<file path="src/rtl/vga_timing_pkg.sv">
// -----------------------------------------------------------------------------
// vga_timing_pkg
//   Shared types, default 640x480@60 raster geometry and helpers for the
//   VGA timing generator slice.
//   No ports (package).
// -----------------------------------------------------------------------------
package vga_timing_pkg;

    // Default raster geometry for 640x480@60 on a 25 MHz pixel clock.
    localparam int DEF_H_VISIBLE = 640;
    localparam int DEF_H_FRONT   = 16;
    localparam int DEF_H_SYNC    = 96;
    localparam int DEF_H_BACK    = 48;
    localparam int DEF_V_VISIBLE = 480;
    localparam int DEF_V_FRONT   = 10;
    localparam int DEF_V_SYNC    = 2;
    localparam int DEF_V_BACK    = 33;

    // Coordinates are 10 bits wide, so neither axis may exceed this many positions.
    localparam int MAX_TOTAL = 1024;

    typedef logic [9:0]  coord_t;
    typedef logic [15:0] frame_cnt_t;

    function automatic int h_total(input int visible, input int front,
                                   input int sync, input int back);
        return visible + front + sync + back;
    endfunction

    function automatic int v_total(input int visible, input int front,
                                   input int sync, input int back);
        return visible + front + sync + back;
    endfunction

endpackage

</file>
<file path="src/rtl/vga_timing_if.sv">
// -----------------------------------------------------------------------------
// vga_timing_if
//   Raster bus from the timing generator to the renderers.
//   DrawX/DrawY  : current pixel position
//   hs/vs        : sync pulses
//   blank        : 1 = active (visible) pixel
//   line_start   : one-cycle strobe at DrawX==0
//   frame_start  : one-cycle strobe at (0,0)
//   frame_count  : completed-frame-start counter
//   master = generator side, slave = consumer side.
// -----------------------------------------------------------------------------
interface vga_timing_if;
    import vga_timing_pkg::*;

    coord_t     DrawX;
    coord_t     DrawY;
    logic       hs;
    logic       vs;
    logic       blank;
    logic       line_start;
    logic       frame_start;
    frame_cnt_t frame_count;

    modport master (
        output DrawX, DrawY, hs, vs, blank, line_start, frame_start, frame_count
    );

    modport slave (
        input DrawX, DrawY, hs, vs, blank, line_start, frame_start, frame_count
    );
endinterface

</file>
<file path="src/rtl/vga_axis_counter.sv">
// -----------------------------------------------------------------------------
// vga_axis_counter
//   Position counter for one raster axis, counting 0..TOTAL-1 and wrapping.
//   clk        in  : pixel clock
//   rst        in  : asynchronous active-high reset
//   inc        in  : advance by one this cycle
//   clear      in  : force the next position to 0 (takes priority over inc)
//   count      out : current (registered) position
//   next_count out : position that will be loaded on the coming edge
//   wrap       out : the coming edge moves TOTAL-1 -> 0 under inc
// -----------------------------------------------------------------------------
module vga_axis_counter
    import vga_timing_pkg::*;
#(
    parameter int TOTAL = 800
) (
    input  logic   clk,
    input  logic   rst,
    input  logic   inc,
    input  logic   clear,
    output coord_t count,
    output coord_t next_count,
    output logic   wrap
);

    localparam coord_t LAST = coord_t'(TOTAL - 1);

    coord_t r_count;

    always_comb begin
        next_count = r_count;
        if (clear) begin
            next_count = '0;
        end else if (inc) begin
            next_count = (r_count == LAST) ? '0 : r_count + 1'b1;
        end
    end

    assign wrap  = inc && (next_count == '0);
    assign count = r_count;

    always_ff @(posedge clk or posedge rst) begin
        if (rst) begin
            r_count <= '0;
        end else begin
            r_count <= next_count;
        end
    end

endmodule

</file>
<file path="src/rtl/vga_timing_gen.sv">
// -----------------------------------------------------------------------------
// vga_timing_gen
//   Free-running raster timing source. Counts pixel/line positions, decodes
//   hsync/vsync/blank and produces line/frame strobes plus a frame counter.
//   vga_clk in  : pixel clock, all state on the rising edge
//   reset   in  : asynchronous active-high reset
//   vga     out : vga_timing_if.master (DrawX, DrawY, hs, vs, blank,
//                 line_start, frame_start, frame_count)
// -----------------------------------------------------------------------------
module vga_timing_gen
    import vga_timing_pkg::*;
#(
    parameter int   H_VISIBLE   = DEF_H_VISIBLE,
    parameter int   H_FRONT     = DEF_H_FRONT,
    parameter int   H_SYNC      = DEF_H_SYNC,
    parameter int   H_BACK      = DEF_H_BACK,
    parameter int   V_VISIBLE   = DEF_V_VISIBLE,
    parameter int   V_FRONT     = DEF_V_FRONT,
    parameter int   V_SYNC      = DEF_V_SYNC,
    parameter int   V_BACK      = DEF_V_BACK,
    parameter logic SYNC_ACTIVE = 1'b0
) (
    input  logic          vga_clk,
    input  logic          reset,
    vga_timing_if.master  vga
);

    localparam int H_TOTAL = h_total(H_VISIBLE, H_FRONT, H_SYNC, H_BACK);
    localparam int V_TOTAL = v_total(V_VISIBLE, V_FRONT, V_SYNC, V_BACK);

    if (H_TOTAL > MAX_TOTAL) begin : g_h_total_chk
        $error("vga_timing_gen: H_TOTAL exceeds 1024");
    end
    if (V_TOTAL > MAX_TOTAL) begin : g_v_total_chk
        $error("vga_timing_gen: V_TOTAL exceeds 1024");
    end

    // Decode bounds are one bit wider than a coordinate so an end bound of
    // exactly 1024 does not truncate to 0.
    localparam logic [10:0] H_VIS_END  = 11'(H_VISIBLE);
    localparam logic [10:0] HS_START   = 11'(H_VISIBLE + H_FRONT);
    localparam logic [10:0] HS_END     = 11'(H_VISIBLE + H_FRONT + H_SYNC);
    localparam logic [10:0] V_VIS_END  = 11'(V_VISIBLE);
    localparam logic [10:0] VS_START   = 11'(V_VISIBLE + V_FRONT);
    localparam logic [10:0] VS_END     = 11'(V_VISIBLE + V_FRONT + V_SYNC);

    logic       r_started;
    logic       r_hs;
    logic       r_vs;
    logic       r_blank;
    logic       r_line_start;
    logic       r_frame_start;
    frame_cnt_t r_frame_count;

    coord_t     w_h_count;
    coord_t     w_h_next;
    logic       w_h_wrap;
    coord_t     w_v_count;
    coord_t     w_v_next;
    logic       w_v_wrap;
    logic [10:0] w_h_wide;
    logic [10:0] w_v_wide;
    logic       w_hs_on;
    logic       w_vs_on;
    logic       w_visible;

    // The first edge after reset only sets r_started: the position holds at
    // the origin so (0,0) is presented for a full cycle with its decode.
    vga_axis_counter #(.TOTAL(H_TOTAL)) u_h_counter (
        .clk        (vga_clk),
        .rst        (reset),
        .inc        (r_started),
        .clear      (~r_started),
        .count      (w_h_count),
        .next_count (w_h_next),
        .wrap       (w_h_wrap)
    );

    vga_axis_counter #(.TOTAL(V_TOTAL)) u_v_counter (
        .clk        (vga_clk),
        .rst        (reset),
        .inc        (w_h_wrap),
        .clear      (~r_started),
        .count      (w_v_count),
        .next_count (w_v_next),
        .wrap       (w_v_wrap)
    );

    // Decode the position being loaded this edge so the registered outputs
    // line up with the registered counters at the ports.
    assign w_h_wide  = {1'b0, w_h_next};
    assign w_v_wide  = {1'b0, w_v_next};
    assign w_hs_on   = (w_h_wide >= HS_START) && (w_h_wide < HS_END);
    assign w_vs_on   = (w_v_wide >= VS_START) && (w_v_wide < VS_END);
    assign w_visible = (w_h_wide < H_VIS_END) && (w_v_wide < V_VIS_END);

    always_ff @(posedge vga_clk or posedge reset) begin
        if (reset) begin
            r_started     <= 1'b0;
            r_hs          <= ~SYNC_ACTIVE;
            r_vs          <= ~SYNC_ACTIVE;
            r_blank       <= 1'b0;
            r_line_start  <= 1'b0;
            r_frame_start <= 1'b0;
            r_frame_count <= '0;
        end else begin
            r_started     <= 1'b1;
            r_hs          <= w_hs_on ? SYNC_ACTIVE : ~SYNC_ACTIVE;
            r_vs          <= w_vs_on ? SYNC_ACTIVE : ~SYNC_ACTIVE;
            r_blank       <= w_visible;
            r_line_start  <= (w_h_next == '0);
            r_frame_start <= (w_h_next == '0) && (w_v_next == '0);
            // Only a real (799,524)->(0,0) wrap counts; the post-reset
            // frame_start does not.
            if (w_v_wrap) begin
                r_frame_count <= r_frame_count + 16'd1;
            end
        end
    end

    assign vga.DrawX       = w_h_count;
    assign vga.DrawY       = w_v_count;
    assign vga.hs          = r_hs;
    assign vga.vs          = r_vs;
    assign vga.blank       = r_blank;
    assign vga.line_start  = r_line_start;
    assign vga.frame_start = r_frame_start;
    assign vga.frame_count = r_frame_count;

endmodule
</file>
<file path="src/flat_wrapper.sv">
// flat-port wrapper written by rule: the top's interface ports become plain ports
module vga_timing_gen_flat import vga_timing_pkg::*;
#(
    parameter int   H_VISIBLE   = DEF_H_VISIBLE,
    parameter int   H_FRONT     = DEF_H_FRONT,
    parameter int   H_SYNC      = DEF_H_SYNC,
    parameter int   H_BACK      = DEF_H_BACK,
    parameter int   V_VISIBLE   = DEF_V_VISIBLE,
    parameter int   V_FRONT     = DEF_V_FRONT,
    parameter int   V_SYNC      = DEF_V_SYNC,
    parameter int   V_BACK      = DEF_V_BACK,
    parameter logic SYNC_ACTIVE = 1'b0
)
  (vga_clk, reset, vga_DrawX, vga_DrawY, vga_hs, vga_vs, vga_blank, vga_line_start, vga_frame_start, vga_frame_count);
  vga_timing_if vga_i ();
  input  logic vga_clk;
  input  logic reset;
  output wire logic [$bits(vga_i.DrawX)-1:0] vga_DrawX;
  output wire logic [$bits(vga_i.DrawY)-1:0] vga_DrawY;
  output wire logic [$bits(vga_i.hs)-1:0] vga_hs;
  output wire logic [$bits(vga_i.vs)-1:0] vga_vs;
  output wire logic [$bits(vga_i.blank)-1:0] vga_blank;
  output wire logic [$bits(vga_i.line_start)-1:0] vga_line_start;
  output wire logic [$bits(vga_i.frame_start)-1:0] vga_frame_start;
  output wire logic [$bits(vga_i.frame_count)-1:0] vga_frame_count;
  assign vga_DrawX = vga_i.DrawX;
  assign vga_DrawY = vga_i.DrawY;
  assign vga_hs = vga_i.hs;
  assign vga_vs = vga_i.vs;
  assign vga_blank = vga_i.blank;
  assign vga_line_start = vga_i.line_start;
  assign vga_frame_start = vga_i.frame_start;
  assign vga_frame_count = vga_i.frame_count;
  vga_timing_gen #(.H_VISIBLE(H_VISIBLE), .H_FRONT(H_FRONT), .H_SYNC(H_SYNC), .H_BACK(H_BACK), .V_VISIBLE(V_VISIBLE), .V_FRONT(V_FRONT), .V_SYNC(V_SYNC), .V_BACK(V_BACK), .SYNC_ACTIVE(SYNC_ACTIVE)) u_core (.vga_clk(vga_clk), .reset(reset), .vga(vga_i));
endmodule
</file>
<file path="config.mk">
export PLATFORM = sky130hd
export DESIGN_NAME = vga_timing_gen_flat
export DESIGN_NICKNAME = d
export VERILOG_FILES = /design/src/rtl/vga_timing_pkg.sv /design/src/rtl/vga_timing_if.sv /design/src/rtl/vga_axis_counter.sv /design/src/rtl/vga_timing_gen.sv /design/src/flat_wrapper.sv
export SDC_FILE = /design/constraint.sdc
export NUM_CORES = 1
export LEC_CHECK = 0
export CORE_MARGIN = 4
export CORE_UTILIZATION = 35
export DETAILED_ROUTE_END_ITERATION = 10
export DONT_BUFFER_PORTS = 1
export GPL_ROUTABILITY_DRIVEN = 0
export GPL_TIMING_DRIVEN = 0
export PLACE_DENSITY = 0.46
export SLEW_MARGIN = 20
export SYNTH_ARGS = -nofsm -noshare
export SYNTH_HDL_FRONTEND = slang
export SYNTH_SLANG_ARGS = --single-unit
</file>
<file path="constraint.sdc">
create_clock -name vga_clk -period 8.45 [get_ports vga_clk]
set_clock_uncertainty 0.2 [all_clocks]
set_input_delay 0.4225 -clock vga_clk [delete_from_list [all_inputs] [get_ports vga_clk]]
set_output_delay 0.4225 -clock vga_clk [all_outputs]
set_load 0.01 [all_outputs]
</file>
==> metrics list <==
* Via count normalized by instance count: 5.604
- Cell type with the highest aggregate area in the netlist: dfrtp_1
- Library cell contributing the largest single delay on the critical path: o41ai_2
- Placed cells: 329
- Entering global routing, the biggest net connects 33 pins.
- Setup repair after global routing missed its margin: no
- Number of H-tree levels: 2
* DRC viols: 0
* DRT iter0 DRCs: 85
* Cell chain of the critical path: ha_1 > nand4_1 > o41ai_2 > a21o_1 > nand2_1 > clkbuf_1 > inv_1 > a21oi_1 > nand4b_1 > a2111o_1
* Input/output buffers: 0
- Area of the mapped netlist: 0.002409 mm²
- Among all flip-flop cells after synthesis, the most frequent one is dfrtp_1.
- Seq/Total Area, Yosys: 43.74%
- ANT nets after route: 0
- Worst slew slack as a fraction of its limit: 34.41%
* Final critical path time including I/O delays and setup: 3689 ps
* Crit path buffers/inverters: 2
- Die area: 0.008273 mm²
- Dividing total power by cell area gives a power density of 175.4 mW/mm².
- MaxCap Viol Count: 0
- Setup slack closes at 4761 ps.
- Outcome: finished, final reports clean
- EDFF count, synth: 0
* Unique masters post-synth: 59
- For the worst setup path, the data arrival time is 3710 ps.
- The synthesized design devotes to its leading area cell type 41.56% of total area.
* Clock root buffer master: clkbuf_8
- The final layout contains routed wiring with a total length of 5673 µm.
- For this run, the detailed router's first-pass iteration total came to 4.
* Post-Place Worst Slack: 4774 ps
- Area of the core: 0.006531 mm²
- The number of antenna violations at the first check in global routing was 0.
* Clock latency on the worst-skew pair: 300 ps
- Top cells by area in the synthesized netlist: dfrtp_1 (42%), xnor2_1 (6.9%), nand3_1 (3.3%)
- Setup_tns: 0 ps
- Relative contribution of sequential cells to total power: 49.1%
- After layout, the worst path uses 43.66% of the clock period.
- Nets in the synthesized netlist: 257
* Number of buffers between clock root and the deepest sink: 2
* Remaining global-route overflow: 0
- Across every metal layer, demand over resource in global routing totals 13.95%.
* Worst min path class: in2async
- The critical path is of the reg2reg type.
- Width of the chip: 90.96 µm
* Switch share: 24.28%
- Detail-routed net length per standard cell: 16.78 µm
- Setup violations remaining at the end of the flow were counted as 0.
* Leading cell type in the layout, fill and taps excluded: dfrtp_1
- For this run, the share of the core covered by cells in the final layout is 41.00%.
- The die is 90.96 µm tall.
- Across the VDD grid, the largest voltage drop is 0.00009615 V.
- Clock tree synthesis inserted a total of 5 buffers.
- Clock network fraction of total power: 41.6%
- Fraction of layout instances using a drive strength above 1: 10.73%
- The internal portion of the total power is 0.0003557 W.
- For this design the static power due to leakage is 1.134 nW.
- Top cell family by delay on the critical path: compound AO/OA/AOI/OAI gates
* Clk pin slew, worst setup/hold paths: 80 ps
* Max Transition Viols Final: 0
- Slowest stage delay, CP: 930 ps
- 43 I/O pins were placed.
- Number of failing hold endpoints at the final stage: 0
- Crit start category: flip-flop
* Count of synthesis-stage warnings from yosys: 0
- The number of antenna diodes in the final layout is 0.
- Placement Rows: 29
- Overall power after layout: 0.0004697 W
* Gate power share: 9.3%
- Worst endpoint required time: 8470 ps
- Of all nets on the critical path, the largest fanout is 10.
- Initial Utilization: 36.88%
- The first global-routing pass estimated 9411 µm of wire.
- Derived from the worst setup path, the maximum achievable clock frequency is 271.1 MHz.
* TritonCTS Sinks: 42
- Via count of the first global-routing pass: 1853
- Detailed routing inserted a total of 1894 vias.
- Synthesis inferred 42 register bits.
- Cells after Synth: 251
* Slew of the pin with the lowest slew margin: 973.2 ps
* Final net count: 266
- Syn Area/Cell: 9.596 µm²
- HPWL after DPL: 4097 µm
- The finished layout holds 338 standard cells, fillers aside.
- In this run the power spent charging and discharging nets is 0.0001140 W.
* Top library cells by usage in the layout, fill and taps aside: dfrtp_1 (40), xnor2_1 (19), nand2_1 (18)
- Number of setup buffers added after CTS: 0
- Signed area change from the synthesized netlist to the final layout: 11.17%
- In the synthesized netlist the async set-or-reset flop fraction comes to 100.0%.
* Category of the worst setup path capture point: flip-flop
- TritonCTS built the clock tree.
synth_stat cells (3+ instances only):
library cell / instances
a21oi_1: 9
and2_1: 5
nand2b_1: 3
xnor2_1: 19
nand4_1: 5
or3_1: 4
ha_1: 4
inv_1: 11
and3_1: 10
dfrtp_1: 40
buf_2: 3
and3b_1: 3
nand3_1: 16
and4_1: 4
nor4_1: 3
o21ai_0: 7
a31oi_1: 3
nor3_1: 10
clkbuf_1: 5
o31ai_1: 3
xor2_1: 6
nand2_1: 18
nor2_1: 16
layer usage:
metal  up-vias  wire, µm  global-route usage [%]
li1        924         -                       -
met1       924      2730                   18.55
met2        39      2542                   21.64
met3         7       333                   4.876
met4         0        66                   3.769
met5         -         0                       0
per-stage QoR:
step,area [µm²],hold WS (ps)
final,2678,320.1
after detailed placement,2525,56.90
after global placement,2505,331.6
after floorplan,2409,307.6
after CTS,2678,303.5
after global routing,2678,322.3
cells by family after synthesis:
logic type / Yosys count / share of synthesized area (%)
adders and majority gates: 4 / 2.078
muxes: 1 / 0.4675
buffers and inverters: 23 / 4.103
and+or+nand+nor: 111 / 26.23
AOI/OAI and AO/OA: 44 / 14.13
DFF: 42 / 43.74
other: 1 / 0.1557
xor gates and xnor gates: 25 / 9.091
flip-flops by register name, indices dropped and copies added (netlist names):
name,count
u_core.vga.frame_start,1
u_core.r_started,1
u_core.u_h_counter.count,10
u_core.vga.blank,1
u_core.vga.line_start,1
u_core.vga.vs,1
u_core.u_v_counter.count,10
u_core.vga.frame_count,16
u_core.vga.hs,1
worst paths after layout:
path | startpoint | endpoint | slack [ps] | cells past startpoint
max reg2reg | u_core.u_h_counter.count[0] | u_core.vga.vs | 4760 | 10
max | u_core.u_h_counter.count[0] | u_core.vga.vs | 4760 | 10
min reg2reg | u_core.vga.frame_count[15] | u_core.vga.frame_count[15] | 350 | 1
max in group asynchronous | reset | u_core.vga.hs | 7210 | 3
min in group vga_clk | u_core.vga.frame_count[15] | u_core.vga.frame_count[15] | 350 | 1
min | reset | u_core.vga.frame_count[11] | 320 | 2
power by group through the flow:
stage	registers, W	logic [W]	clock network (W)
after global placement	0.000235	0.0000428	0
after floorplan	0.000231	0.0000331	0
after global routing	0.000233	0.0000511	0.000211
after CTS	0.000231	0.0000448	0.000203
final	0.000231	0.0000438	0.000195
after detailed placement	0.000235	0.0000435	0
final cells by class:
| type | count | area [µm²] |
|---|---|---|
| fill | 663 | 3854 |
| multi-input combinational | 186 | 1256 |
| sequential | 42 | 1054 |
| tap | 77 | 96.34 |
| clock buffer | 6 | 82.58 |
| clock inverter | 2 | 60.06 |
| buffer | 10 | 50.05 |
| inverter | 13 | 48.80 |
| timing repair buffer | 2 | 30.03 |
what timing repair did:
| item | CTS | global route |
|---|---|---|
| endpoints found under the hold margin | 10 | 0 |
| resized for setup | 0 | 0 |
| hold buffers | 1 | 0 |
worst register-to-register path, cell delays in order (launching register included):
cell,delay [ps]
dfrtp_1,480
ha_1,310
nand4_1,220
o41ai_2,930
a21o_1,270
nand2_1,100
clkbuf_1,250
inv_1,150
a21oi_1,90
nand4b_1,270
a2111o_1,350
(Power assumes the default switching activity.)
